**config.mk**
```make
export PLATFORM = sky130hd
export DESIGN_NAME = sprite_rom_arbiter
export DESIGN_NICKNAME = d
export VERILOG_FILES = /design/src/rtl/sprite_pkg.sv /design/src/rtl/sprite_addr_calc.sv /design/src/rtl/sprite_rom_arbiter.sv
export SDC_FILE = /design/constraint.sdc
export NUM_CORES = 1
export LEC_CHECK = 0
export BUFFER_PORTS_ARGS = -buffer_cell sky130_fd_sc_hd__buf_2
export CAP_MARGIN = 20
export CORE_MARGIN = 8
export CORE_UTILIZATION = 50
export CTS_CLUSTER_DIAMETER = 150
export CTS_CLUSTER_SIZE = 8
export DETAILED_ROUTE_END_ITERATION = 16
export GPL_ROUTABILITY_DRIVEN = 1
export GPL_TIMING_DRIVEN = 1
export MAX_ROUTING_LAYER = met4
export PLACE_DENSITY = 0.87
export SLEW_MARGIN = 20
export SYNTH_ARGS = -nofsm -noshare
export SYNTH_HDL_FRONTEND = slang
export SYNTH_SLANG_ARGS = --single-unit
```
**constraint.sdc**
```tcl
create_clock -name clka -period 15.86 [get_ports clka]
set_clock_uncertainty 0.1 [all_clocks]
set_input_delay 2.379 -clock clka [delete_from_list [all_inputs] [get_ports clka]]
set_output_delay 2.379 -clock clka [all_outputs]
set_load 0.02 [all_outputs]
```
**src/rtl/sprite_pkg.sv**
```systemverilog
// Shared sprite ROM geometry, requester ids and the response tag layout
// used by the sprite ROM arbiter and its address calculator.
package sprite_pkg;

   localparam int SPR_W   = 30;
   localparam int SPR_H   = 30;
   localparam int ADDR_W  = 10;
   localparam int DATA_W  = 16;
   localparam int COORD_W = 5;
   localparam int NUM_REQ = 2;

   typedef enum logic {
      REQ_DISP = 1'b0,
      REQ_COLL = 1'b1
   } req_id_t;

   typedef struct packed {
      logic    vld;
      req_id_t id;
      logic    oob;
   } rsp_tag_t;

   function automatic req_id_t other_req(input req_id_t id);
      return (id == REQ_DISP) ? REQ_COLL : REQ_DISP;
   endfunction

endpackage

```
**src/rtl/sprite_addr_calc.sv**
```systemverilog
// Linear sprite ROM address (row-major, y*SPR_W + x) and out-of-range flag.
module sprite_addr_calc
   import sprite_pkg::*;
#(
   parameter int SPR_W   = sprite_pkg::SPR_W,
   parameter int SPR_H   = sprite_pkg::SPR_H,
   parameter int ADDR_W  = sprite_pkg::ADDR_W,
   parameter int COORD_W = sprite_pkg::COORD_W
)(
   input  logic [COORD_W-1:0] x,
   input  logic [COORD_W-1:0] y,
   output logic [ADDR_W-1:0]  addr,
   output logic               oob
);

   logic [ADDR_W-1:0] xe;
   logic [ADDR_W-1:0] ye;

   assign xe = ADDR_W'(x);
   assign ye = ADDR_W'(y);

   // Constant multiplier folds to shift-subtract, e.g. (y<<5)-(y<<1) for 30.
   assign addr = (ye * ADDR_W'(SPR_W)) + xe;
   assign oob  = (int'(x) >= SPR_W) || (int'(y) >= SPR_H);

endmodule

```
**src/rtl/sprite_rom_arbiter.sv**
```systemverilog
// Two-requester round-robin arbiter in front of a single-port sprite ROM with
// one-cycle read latency; responses are steered back by a one-stage tag.
module sprite_rom_arbiter
   import sprite_pkg::*;
#(
   parameter int SPR_W  = sprite_pkg::SPR_W,
   parameter int SPR_H  = sprite_pkg::SPR_H,
   parameter int ADDR_W = sprite_pkg::ADDR_W,
   parameter int DATA_W = sprite_pkg::DATA_W
)(
   input  logic              clka,
   input  logic              rsta,
   input  logic              req0,
   input  logic              req1,
   input  logic [4:0]        x0,
   input  logic [4:0]        y0,
   input  logic [4:0]        x1,
   input  logic [4:0]        y1,
   output logic              gnt0,
   output logic              gnt1,
   output logic              rvalid0,
   output logic              rvalid1,
   output logic [DATA_W-1:0] rdata0,
   output logic [DATA_W-1:0] rdata1,
   output logic              err0,
   output logic              err1,
   output logic [ADDR_W-1:0] rom_addr,
   output logic              rom_rst,
   input  logic [DATA_W-1:0] rom_doa
);

   logic [NUM_REQ-1:0]              req;
   logic [NUM_REQ-1:0]              gnt;
   logic [NUM_REQ-1:0]              rvalid;
   logic [NUM_REQ-1:0]              err;
   logic [NUM_REQ-1:0][DATA_W-1:0]  rdata;
   logic [COORD_W-1:0]              win_x;
   logic [COORD_W-1:0]              win_y;
   logic [ADDR_W-1:0]               calc_addr;
   logic [ADDR_W-1:0]               addr_q;
   logic                            calc_oob;
   logic                            any_gnt;
   req_id_t                         prio;
   req_id_t                         win;
   rsp_tag_t                        tag;

   assign req = {req1, req0};

   always_comb begin
      gnt = '0;
      if (!rsta) begin
         if (req[0] && (!req[1] || prio == REQ_DISP))
            gnt[0] = 1'b1;
         else if (req[1])
            gnt[1] = 1'b1;
      end
   end

   assign any_gnt = |gnt;
   assign win     = gnt[1] ? REQ_COLL : REQ_DISP;
   assign win_x   = gnt[1] ? x1 : x0;
   assign win_y   = gnt[1] ? y1 : y0;

   sprite_addr_calc #(
      .SPR_W   (SPR_W),
      .SPR_H   (SPR_H),
      .ADDR_W  (ADDR_W),
      .COORD_W (COORD_W)
   ) u_calc (
      .x    (win_x),
      .y    (win_y),
      .addr (calc_addr),
      .oob  (calc_oob)
   );

   // An out-of-range grant never touches the ROM, so the bus keeps its last address.
   assign rom_addr = rsta                     ? '0 :
                     (any_gnt && !calc_oob)   ? calc_addr : addr_q;
   assign rom_rst  = rsta;

   always_ff @(posedge clka) begin
      if (rsta) begin
         prio   <= REQ_DISP;
         addr_q <= '0;
         tag    <= '0;
      end else begin
         tag <= '{vld: any_gnt, id: win, oob: calc_oob};
         if (any_gnt) begin
            prio <= other_req(win);
            if (!calc_oob)
               addr_q <= calc_addr;
         end
      end
   end

   // The rsta gate drops a tag captured in the cycle just before reset.
   for (genvar i = 0; i < NUM_REQ; i++) begin : g_rsp
      assign rvalid[i] = !rsta && tag.vld && (int'(tag.id) == i);
      assign err[i]    = rvalid[i] && tag.oob;
      assign rdata[i]  = (rvalid[i] && !tag.oob) ? rom_doa : '0;
   end

   assign gnt0    = gnt[0];
   assign gnt1    = gnt[1];
   assign rvalid0 = rvalid[0];
   assign rvalid1 = rvalid[1];
   assign err0    = err[0];
   assign err1    = err[1];
   assign rdata0  = rdata[0];
   assign rdata1  = rdata[1];

endmodule

```
=== Word-level counts from Yosys, hierarchy flattened ===
Cells that the tools add are included.

* Add/sub/neg operators: 1
* Multiply operators: 1
* Divide/modulo/power cells: 0
* Magnitude comparators: 2
* Eq/ne operators: 0
* Shift operators: 0
* Muxes and demuxes: 12
* Bitwise logic cells: 3
* Reduce and logical (&&, ||, !) cells: 17

{| class="wikitable"
|+ Operator list
! kind !! number
|-
| two-way mux 16 bit || 2
|-
| two-way mux 10 bit || 2
|-
| adder 10 x 5 -> 10 bit || 1
|-
| >= comparator 5 bit, second input constant || 2
|-
| two-way mux 5 bit || 2
|-
| logical AND 1 bit || 9
|-
| multiplier 5 x 4 -> 9 bit, second input constant || 1
|-
| two-way mux 1 bit || 5
|-
| logical NOT 1 bit || 4
|-
| NOT 1 bit || 3
|-
| logical OR 1 bit || 2
|-
| two-way mux 2 bit || 1
|-
| AND reduction 2 bit || 1
|-
| OR reduction 2 bit || 1
|}

* Register bits: 14
* Bits in latches: 0
* Bits in writable memories: 0
* ROM bits: 0
* Word-level logic and storage cells: 41
* Memories kept: 0

=== Longest topological paths before layout ===
Gate-level depths: netlist of run 1.

* Word-level depth: 12
* Gate-level depth with buffers: 20

=== Hierarchy ===
From an unflattened synthesis of run 1, not the netlist that was laid out.

* Cells, all modules: 240
* Area, all modules: 1,819.2 um^2

{| class="wikitable"
|+ Modules (own cells, without submodules)
! module !! times used !! cells an instance !! area each (um^2) !! seq. area each (um^2)
|-
| sprite_rom_arbiter || 1 || 142 || 991.0 || 280.3
|-
| sprite_addr_calc || 1 || 98 || 828.3 || 0.0
|}

=== Worst setup path before layout of run 1 ===
OpenSTA, ideal clock, no wires.

* Path kind: input to output
* Start point: input port rsta
* End point: output port rom_addr[9]
* Data arrival time: 6,796 ps
* Required time: 13,381 ps
* Slack: 6,585 ps
* Stages on the path: 20
* Path buffers: 2
* Path through: buf_2 > nor2b_1 > buf_4 > nand2_4 > clkinv_2 > mux2i_1 > ha_1 > inv_1 > ha_1 > fa_1 > inv_1 > fa_1 > inv_1 > ha_1 > a21o_1 > a31oi_1 > nor2_1 > and3_1 > a211o_1 > a311oi_1

* Word-level cells in the longest chain between the ends: 8
* Elaborated cells on any way between the ends: 13

{| class="wikitable"
|+ Ends and longest elaborated chain
! what !! line !! RTL
|-
| from (decl) || sprite_rom_arbiter.sv:12 || <nowiki>input logic rsta,</nowiki>
|-
| two-way mux 2 bit * || sprite_rom_arbiter.sv:51 || <nowiki>if (!rsta) begin</nowiki>
|-
| via gnt1 || sprite_rom_arbiter.sv:20 || <nowiki>output logic gnt1,</nowiki>
|-
| branches (longest 5 deep; another with adder 10 x 5 -> 10 bit) || - ||
|-
| two-way mux 10 bit * || sprite_rom_arbiter.sv:78 || <nowiki>(any_gnt && !calc_oob) ? calc_addr : addr_q;</nowiki>
|-
| two-way mux 10 bit * || sprite_rom_arbiter.sv:77 || <nowiki>assign rom_addr = rsta ? '0 :</nowiki>
|-
| to (decl) || sprite_rom_arbiter.sv:27 || <nowiki>output logic [ADDR_W-1:0] rom_addr,</nowiki>
|}

Mark *: on every way through the listed nets, which the timed path passes.

=== Worst setup path after layout of run 1 ===
* Start point: input port rsta
* End point: output port rom_addr[9]

* Word-level cells in the longest chain between the ends: 8
* Elaborated cells on any way between the ends: 13

{| class="wikitable"
|+ Ends and longest elaborated chain
! what !! line
|-
| branches (longest 7 deep; another with adder 10 x 5 -> 10 bit) || -
|-
| two-way mux 10 bit * || sprite_rom_arbiter.sv:77
|}

Every way passes the cells marked *.

==> metrics.md, run 1 <==
| Metric | Value |
|---|---|
| Clock Pin Slew Worst Setup and Hold Paths | about 0.080 ns |
| Cell at the slowest stage of the critical path | fa_1 |
| Sequential area share after synthesis | about 16% |
| Worst ir drop on vdd | around 0.064 mV |
| FF/Latch Area | around 280 um^2 |
| Via density | 5.07 |
| CP Capture Type | primary output |
| Wire per inst | around 14 um |
| Final WL | 4720 um |
| DP Area | 0.00218 mm^2 |
| # setup viols final | 0 |
| CP bufs+invs | 6 |
| P&R area growth vs syn | 28.0% |
| Max-slew violation count | 0 |
| Share of post-route cells with drive strength above 1 | about 34% |
| PortBufs | roughly 90 |
| Post-synth cell types | 42 |
| PostCTS Resize Cnt | 0 |
| Leakage | approximately 1.2 nW |
| Largest net degree at the start of global routing | 29 |
| Chip width | around 75 um |
| Clock tree from TritonCTS | built |
| DP HPWL | ~4200 um |
| Vias | roughly 1800 |
| CTS buffer count | 3 |
| Max incr delay on CP | roughly 0.52 ns |
| Outcome | finished clean |
| Post-layout min period | a little under 10 ns |
| Max Cap Viol | 0 |
| Skew-Pair Late Insertion Delay | 0.26 ns |
| Largest cells by area after synthesis | dfxtp_1 16%, ha_1 13%, and2_1 12% |
| Setup TNS | 0 ns |
| Tcrit/Tclk final | 61.6% |
| Antenna violations before repair | 0 |
| Vias in the first global route | roughly 1700 |
| Synthesized area | roughly 0.0017 mm^2 |
| Antenna-violating nets left | 0 |
| Largest delay share family, worst path | adder cells |
| Number of synthesized flops with an enable pin | 0 |
| Hold Vio Cnt, Final | 0 |
| First-pass GRT wire length | just over 7000 um |
| Largest area contributor in the netlist | dfxtp_1 |
| Critical path arrival | around 7.3 ns |
| RSZ-0062 raised after global routing | false |
| Clock tree root buffer cell | clkbuf_4 |
| Largest fanout on the critical path | 28 |
| Fill count | ~280 |
| Cell repeated most along the worst path | inv_1 |
| Antenna cells | 0 |
| Required time worst endpoint | between 10 and 15 ns |
| CTS Buffer Depth | 2 |
| Post-route design area | ~0.0022 mm^2 |
| Hold_ws | roughly 0.4 ns |
| CP Class | in -> out |
| PwrDens | around 90 mW/mm^2 |
| Vert. Die Dim | around 75 um |
| Total Routing Usage GR | between 15 and 20% |
| Post-Syn Nets | approximately 280 |
| Post-synthesis instance total | roughly 220 |
| Total grt overflow | 0 |
| Class of the worst hold path | reg -> reg |
| Boundary Pins | 89 |
| Setup Fix Bufs, Post-CTS | 0 |
| Initial core utilization | between 50% and 60% |
| Warnings from Yosys | 0 |
| Iter 0 DRT Violations | 45 |
| Synth Register Bits | 14 |
| Slew @ Worst Pin | 0.702 ns |
| Asr flop ratio synth | 0% |
| Synth top area share | between 10% and 20% |
| Synthesized area per cell | 7.95 um^2 |
| Core area | about 0.0033 mm^2 |
| Primary FF master, synth | dfxtp_1 |
| CTS Sinks | 14 |
| Max Clk Rate | ~100 MHz |
| DRC viols | 0 |
| Area of the multi-input gates | around 0.0013 mm^2 |
| Number of core rows | 21 |
| Crit-path cells | buf_2 -> nor2b_1 -> nand2_4 -> mux2i_1 -> inv_1 -> ha_1 -> inv_1 -> ha_1 -> fa_1 -> inv_1 -> fa_1 -> inv_1 -> ha_1 -> a21o_1 -> a31oi_1 -> nor2_1 -> and3_1 -> a211o_1 -> a311oi_1 -> buf_2 |
| Slew margin rel. | between 50% and 60% |
| Routability Congestion | between 0.8 and 0.9 |
| Die ar. | roughly 0.0056 mm^2 |
| H-tree depth | 1 |
| Final nets | ~370 |
| Setup crit start kind | input pin |
| Hold buffers post-CTS | 0 |
| TritonRoute pass-1 iters | 4 |
[cell families (layout without fill, tap and decap cells)]
group	Yosys count	in the layout	share of synthesized area, %
fa+ha+maj	24	24	19.9
mux	8	8	4.62
flops	14	14	16.2
buf+inv	30	113	7.65
compound gates	41	41	17.5
xor+xnor	11	11	5.56
simple gates	90	90	28.5
[per-layer routing]
layer,GRT usage [%],vias to the layer above,share of wire [%]
met5,-,-,0
met3,2.80,6,11
li1,-,904,-
met4,4.78,0,1.3
met1,16.0,777,38
met2,31.0,71,50
[synthesized netlist by cell type (all sizes together) (2+ instances only)]
cell    number
a211oi      10
a21o         2
a21oi        6
a22oi        2
a311oi       4
a31oi        2
and2        34
buf          6
clkbuf       4
dfxtp       14
fa           6
ha          18
inv         19
mux2i        8
nand2       13
nand2b       3
nand3        6
nor2        22
nor2b        5
nor3         2
o21a         3
o21ai        6
xnor2        5
xor2         6
[tightest hold or removal path, delay by kind of cell, from the launching register on]
family           cells  cell delay (ns)
muxes                1             0.07
and+or+nand+nor      1             0.08
DFF                  1             0.32
[where the power goes]
part	internal [W]	switching (W)	total, W
registers	0.0000408	0.00000202	0.0000428
logic	0.0000553	0.0000798	0.000135
clock network	0.0000139	0.0000102	0.0000241
[sequential cells by signal, summed over array words and instances, names as in the netlist]
name    cells
tag         3
prio        1
addr_q     10
[final timing paths]
kind | to | slack, ns | cells past startpoint | from
setup reg to reg | addr_q[9]$_SDFFE_PP0P_ | 11.03 | 18 | prio$_SDFFE_PP0P_
setup / recovery | rom_addr[9] | 6.08 | 20 | rsta
hold / removal | addr_q[2]$_SDFFE_PP0P_ | 0.40 | 2 | addr_q[2]$_SDFFE_PP0P_
hold reg to reg | addr_q[2]$_SDFFE_PP0P_ | 0.40 | 2 | addr_q[2]$_SDFFE_PP0P_
[metrics by stage]
stage	util [%]	total power [W]	cells	setup slack (ns)
2_1_floorplan	-	0.000148	218	6.59
3_3_place_gp	65.4	0.000174	343	6.31
3_5_place_dp	65.4	0.000179	343	6.11
4_1_cts	66.5	0.000203	347	6.08
5_1_grt	66.5	0.000221	347	5.71
6_report	66.5	0.000202	347	6.08
[cell type report]
type,count,share of cell area (%)
Clock buffer,4,1.64
Tap cell,46,2.59
Multi-Input combinational cell,174,59.5
Timing Repair Buffer,89,20.2
Sequential cell,14,12.6
Inverter,20,3.44
[layout by cell type, fill, tap and decap left out, drive strengths merged, types with 6 or more instances in the layout]
cell / instances
a21oi: 6
nand3: 6
xor2: 6
dfxtp: 14
nor2: 22
and2: 34
o21ai: 6
fa: 6
mux2i: 8
buf: 89
inv: 19
a211oi: 10
nand2: 13
ha: 18
(Power assumes the default switching activity.)
==> inputs of run 2 (changes only) <==
--- a/config.mk
+++ b/config.mk
@@ -8,14 +8,14 @@
 export BUFFER_PORTS_ARGS = -buffer_cell sky130_fd_sc_hd__buf_2
 export CAP_MARGIN = 20
 export CORE_MARGIN = 8
-export CORE_UTILIZATION = 50
+export CORE_UTILIZATION = 42
 export CTS_CLUSTER_DIAMETER = 150
 export CTS_CLUSTER_SIZE = 8
 export DETAILED_ROUTE_END_ITERATION = 16
 export GPL_ROUTABILITY_DRIVEN = 1
 export GPL_TIMING_DRIVEN = 1
 export MAX_ROUTING_LAYER = met4
-export PLACE_DENSITY = 0.87
+export PLACE_DENSITY = 0.78
 export SLEW_MARGIN = 20
 export SYNTH_ARGS = -nofsm -noshare
 export SYNTH_HDL_FRONTEND = slang
==> constraint.sdc (replaced) <==
create_clock -name clka -period 8.8 [get_ports clka]
set_clock_uncertainty 0.1 [all_clocks]
set_input_delay 1.32 -clock clka [delete_from_list [all_inputs] [get_ports clka]]
set_output_delay 1.32 -clock clka [all_outputs]
set_load 0.02 [all_outputs]
==> metrics.md, run 2 (synthesis gave the netlist of run 1 again) <==
| Metric | Value |
|---|---|
| Tcrit/Tclk final | between 80% and 90% |
| Wire per inst | 13.6 um (about the same) |
| Setup crit start kind | input pin (unchanged) |
| FF-to-FF setup slack | 3.96 ns (was 11.03 ns) |
| CTS Sinks | 14 (unchanged) |
| Final nets | 366 (unchanged) |
| CP bufs+invs | 6 (unchanged) |
| CP Capture Type | primary output (unchanged) |
| Final WL | 4770 um (was 4720 um) |
| Core area | 0.00400 mm^2 (was 0.00334 mm^2) |
| Leakage | 1.25 nW (about the same) |
| Routability Congestion | 0.931 (was 0.845) |
| Class of the worst hold path | reg -> reg (unchanged) |
| Hold buffers post-CTS | 0 (unchanged) |
| TritonRoute pass-1 iters | 4 (unchanged) |
| RSZ-0062 raised after global routing | false (unchanged) |
| Number of core rows | 23 (was 21) |
| Vias | 1777 (was 1758) |
| Critical path arrival | 6.24 ns (was 7.30 ns) |
| P&R area growth vs syn | 29.4% (was 28.0%) |
| Setup TNS | 0 ns (unchanged) |
| Max Clk Rate | between 100 and 150 MHz |
| Chip width | 80.2 um (was 74.9 um) |
| PortBufs | 88 (unchanged) |
| Vert. Die Dim | 80.2 um (was 74.9 um) |
| CTS Buffer Depth | 2 (unchanged) |
| Crit-path cells | buf_2 -> nor2b_1 -> nand2_4 -> clkinv_2 -> mux2i_1 -> ha_1 -> inv_1 -> ha_1 -> fa_1 -> inv_1 -> fa_1 -> inv_1 -> ha_1 -> a21o_1 -> a31oi_1 -> nor2_1 -> and3_1 -> a211o_1 -> a311oi_1 -> buf_2 (was buf_2 -> nor2b_1 -> nand2_4 -> mux2i_1 -> inv_1 -> ha_1 -> inv_1 -> ha_1 -> fa_1 -> inv_1 -> fa_1 -> inv_1 -> ha_1 -> a21o_1 -> a31oi_1 -> nor2_1 -> and3_1 -> a211o_1 -> a311oi_1 -> buf_2) |
| Switching Fraction | 44.3% (was 45.5%) |
| Fill count | 372 (was 282) |
| Initial core utilization | 43.3% (was 51.9%) |
| PwrDens | 171 mW/mm^2 (was 91.1 mW/mm^2) |
| Max FFs per register | 10 (unchanged) |
| # setup viols final | 0 (unchanged) |
| Via density | 5.06 (was 5.07) |
| Total Routing Usage GR | 14.3% (was 16.2%) |
| Required time worst endpoint | 7.38 ns (was 13.38 ns) |
| Area of the multi-input gates | 0.00132 mm^2 (unchanged) |
| CP Class | in -> out (unchanged) |
| Reg power frac | 20.2% (was 21.2%) |
| WP depth | 20 (unchanged) |
| Antenna-violating nets left | 0 (unchanged) |
| Highest-count cells in the layout ignoring fill and taps | 88 x buf_2, 34 x and2_1, 19 x inv_1 (unchanged) |
| Largest delay share family, worst path | adder cells (unchanged) |
| Max Cap Viol | 0 (unchanged) |
| Clock tree root buffer cell | clkbuf_8 (was clkbuf_4) |
| Iter 0 DRT Violations | 78 (was 45) |
| Worst r2r path cells | 18 (unchanged) |
| Largest net degree at the start of global routing | 29 (unchanged) |
| Clock Pin Slew Worst Setup and Hold Paths | 0.06 ns (was 0.08 ns) |
| H-tree depth | 1 (unchanged) |
| CTS buffer count | 3 (unchanged) |
| Worst setup endpoint | rom_addr[9] (unchanged) |
| Clock power frac | 16.5% (was 11.9%) |
| R2r endpoint | addr_q[9]$_SDFFE_PP0P_ (unchanged) |
| Boundary Pins | 89 (unchanged) |
| DP HPWL | 4180 um (was 4210 um) |
| Post-layout min period | 7.66 ns |
| DRC viols | 0 (unchanged) |
| Commonest non-fill, non-tap cell in the layout | buf_2 (unchanged) |
| Outcome | finished clean (unchanged) |
| Antenna cells | 0 (unchanged) |
| Internal power | 0.000213 W (was 0.000110 W) |
| P_sw | 0.000169 W (was 0.0000920 W) |
| Final cell count without fillers | 351 (was 347) |
| Top Registers | addr_q: 10 flops, tag: 3 flops, prio: 1 flops (unchanged) |
| Hold path depth | 2 (unchanged) |
| Worst ir drop on vdd | 0.0807 mV (was 0.0635 mV) |
| Share of post-route cells with drive strength above 1 | 33.9% (unchanged) |
| Max-slew violation count | 0 (unchanged) |
| Crit path from | rsta (unchanged) |
| Top reg by flops | addr_q (unchanged) |
| Slew @ Worst Pin | 0.716 ns (was 0.702 ns) |
| Vias in the first global route | 1701 (was 1654) |
| Largest fanout on the critical path | 28 (unchanged) |
| Skew-Pair Late Insertion Delay | 0.24 ns (was 0.26 ns) |
| Total grt overflow | 0 (unchanged) |
| Hold Vio Cnt, Final | 0 (unchanged) |
| Setup Fix Bufs, Post-CTS | 0 (unchanged) |
| PostCTS Resize Cnt | 0 (unchanged) |
| Antenna violations before repair | 0 (unchanged) |
| Cell at the slowest stage of the critical path | fa_1 (unchanged) |
| Die ar. | 0.00644 mm^2 (was 0.00561 mm^2) |
| Combinational cell fraction of total power | 63.3% (was 66.9%) |
| # placed instances | 347 (was 343) |
| First-pass GRT wire length | 7470 um (was 7070 um) |
| Max incr delay on CP | 0.51 ns (was 0.52 ns) |
| Slew margin rel. | 52.1% (was 53.1%) |
| FF/Latch Area | 280 um^2 (unchanged) |
| Clock tree from TritonCTS | built (unchanged) |
| Reg2reg start | prio$_SDFFE_PP0P_ (unchanged) |
## run 2: tightest hold or removal path: cells and delay by family (launching register included)
kind	cells	cell delay, ns
muxes	1	0.07
DFF	1	0.31
and+or+nand+nor	1	0.08
## run 2: area by class of cell
type | instances | share of cell area [%]
repair buffers | 89 | 20.0
well taps | 50 | 2.79
multi-input cells | 174 | 58.9
flip-flops and latches | 14 | 12.5
clock buffers | 4 | 2.46
inverters | 20 | 3.40
## run 2: how the worst min path moves through the flow
stage | endpoint | slack [ns] | from
final | addr_q[1]$_SDFFE_PP0P_ | 0.39 | addr_q[1]$_SDFFE_PP0P_
after global routing | addr_q[5]$_SDFFE_PP0P_ | 0.42 | addr_q[5]$_SDFFE_PP0P_
after CTS | addr_q[1]$_SDFFE_PP0P_ | 0.40 | addr_q[1]$_SDFFE_PP0P_
after detailed placement | addr_q[1]$_SDFFE_PP0P_ | 0.38 | addr_q[1]$_SDFFE_PP0P_
after global placement | addr_q[1]$_SDFFE_PP0P_ | 0.37 | addr_q[1]$_SDFFE_PP0P_
after floorplan | addr_q[1]$_SDFFE_PP0P_ | 0.36 | addr_q[1]$_SDFFE_PP0P_
## run 2: power groups by stage
stage	logic [W]	clock network, W	registers [W]
after floorplan	0.000188	0	0.0000777
after global placement	0.000235	0	0.0000782
after detailed placement	0.000243	0	0.0000787
after CTS	0.000244	0.0000639	0.0000772
after global routing	0.000273	0.0000661	0.0000778
final	0.000242	0.0000633	0.0000772
## run 2: per-layer routing
metal  track usage [%]  routed length [um]  part of all wire [%]  up-vias
met5                 -                   0                     0        -
met1              14.9                1940                    41      788
met3              2.46                 505                    11        6
li1                  -                   -                     -      904
met2              26.3                2240                    47       79
met4              4.73                  78                   1.6        0
## run 2: metrics by stage
stage | util (%) | setup WS (ns) | total power (W) | hold WS (ns) | cell area, um^2
floorplan | - | 1.64 | 0.000266 | 0.356 | 1730
global placement | 54.7 | 1.36 | 0.000313 | 0.368 | 2190
detailed placement | 54.7 | 1.15 | 0.000321 | 0.383 | 2190
CTS | 56.1 | 1.14 | 0.000385 | 0.398 | 2240
global route | 56.1 | 0.821 | 0.000417 | 0.419 | 2240
finish | 56.1 | 1.14 | 0.000382 | 0.393 | 2240
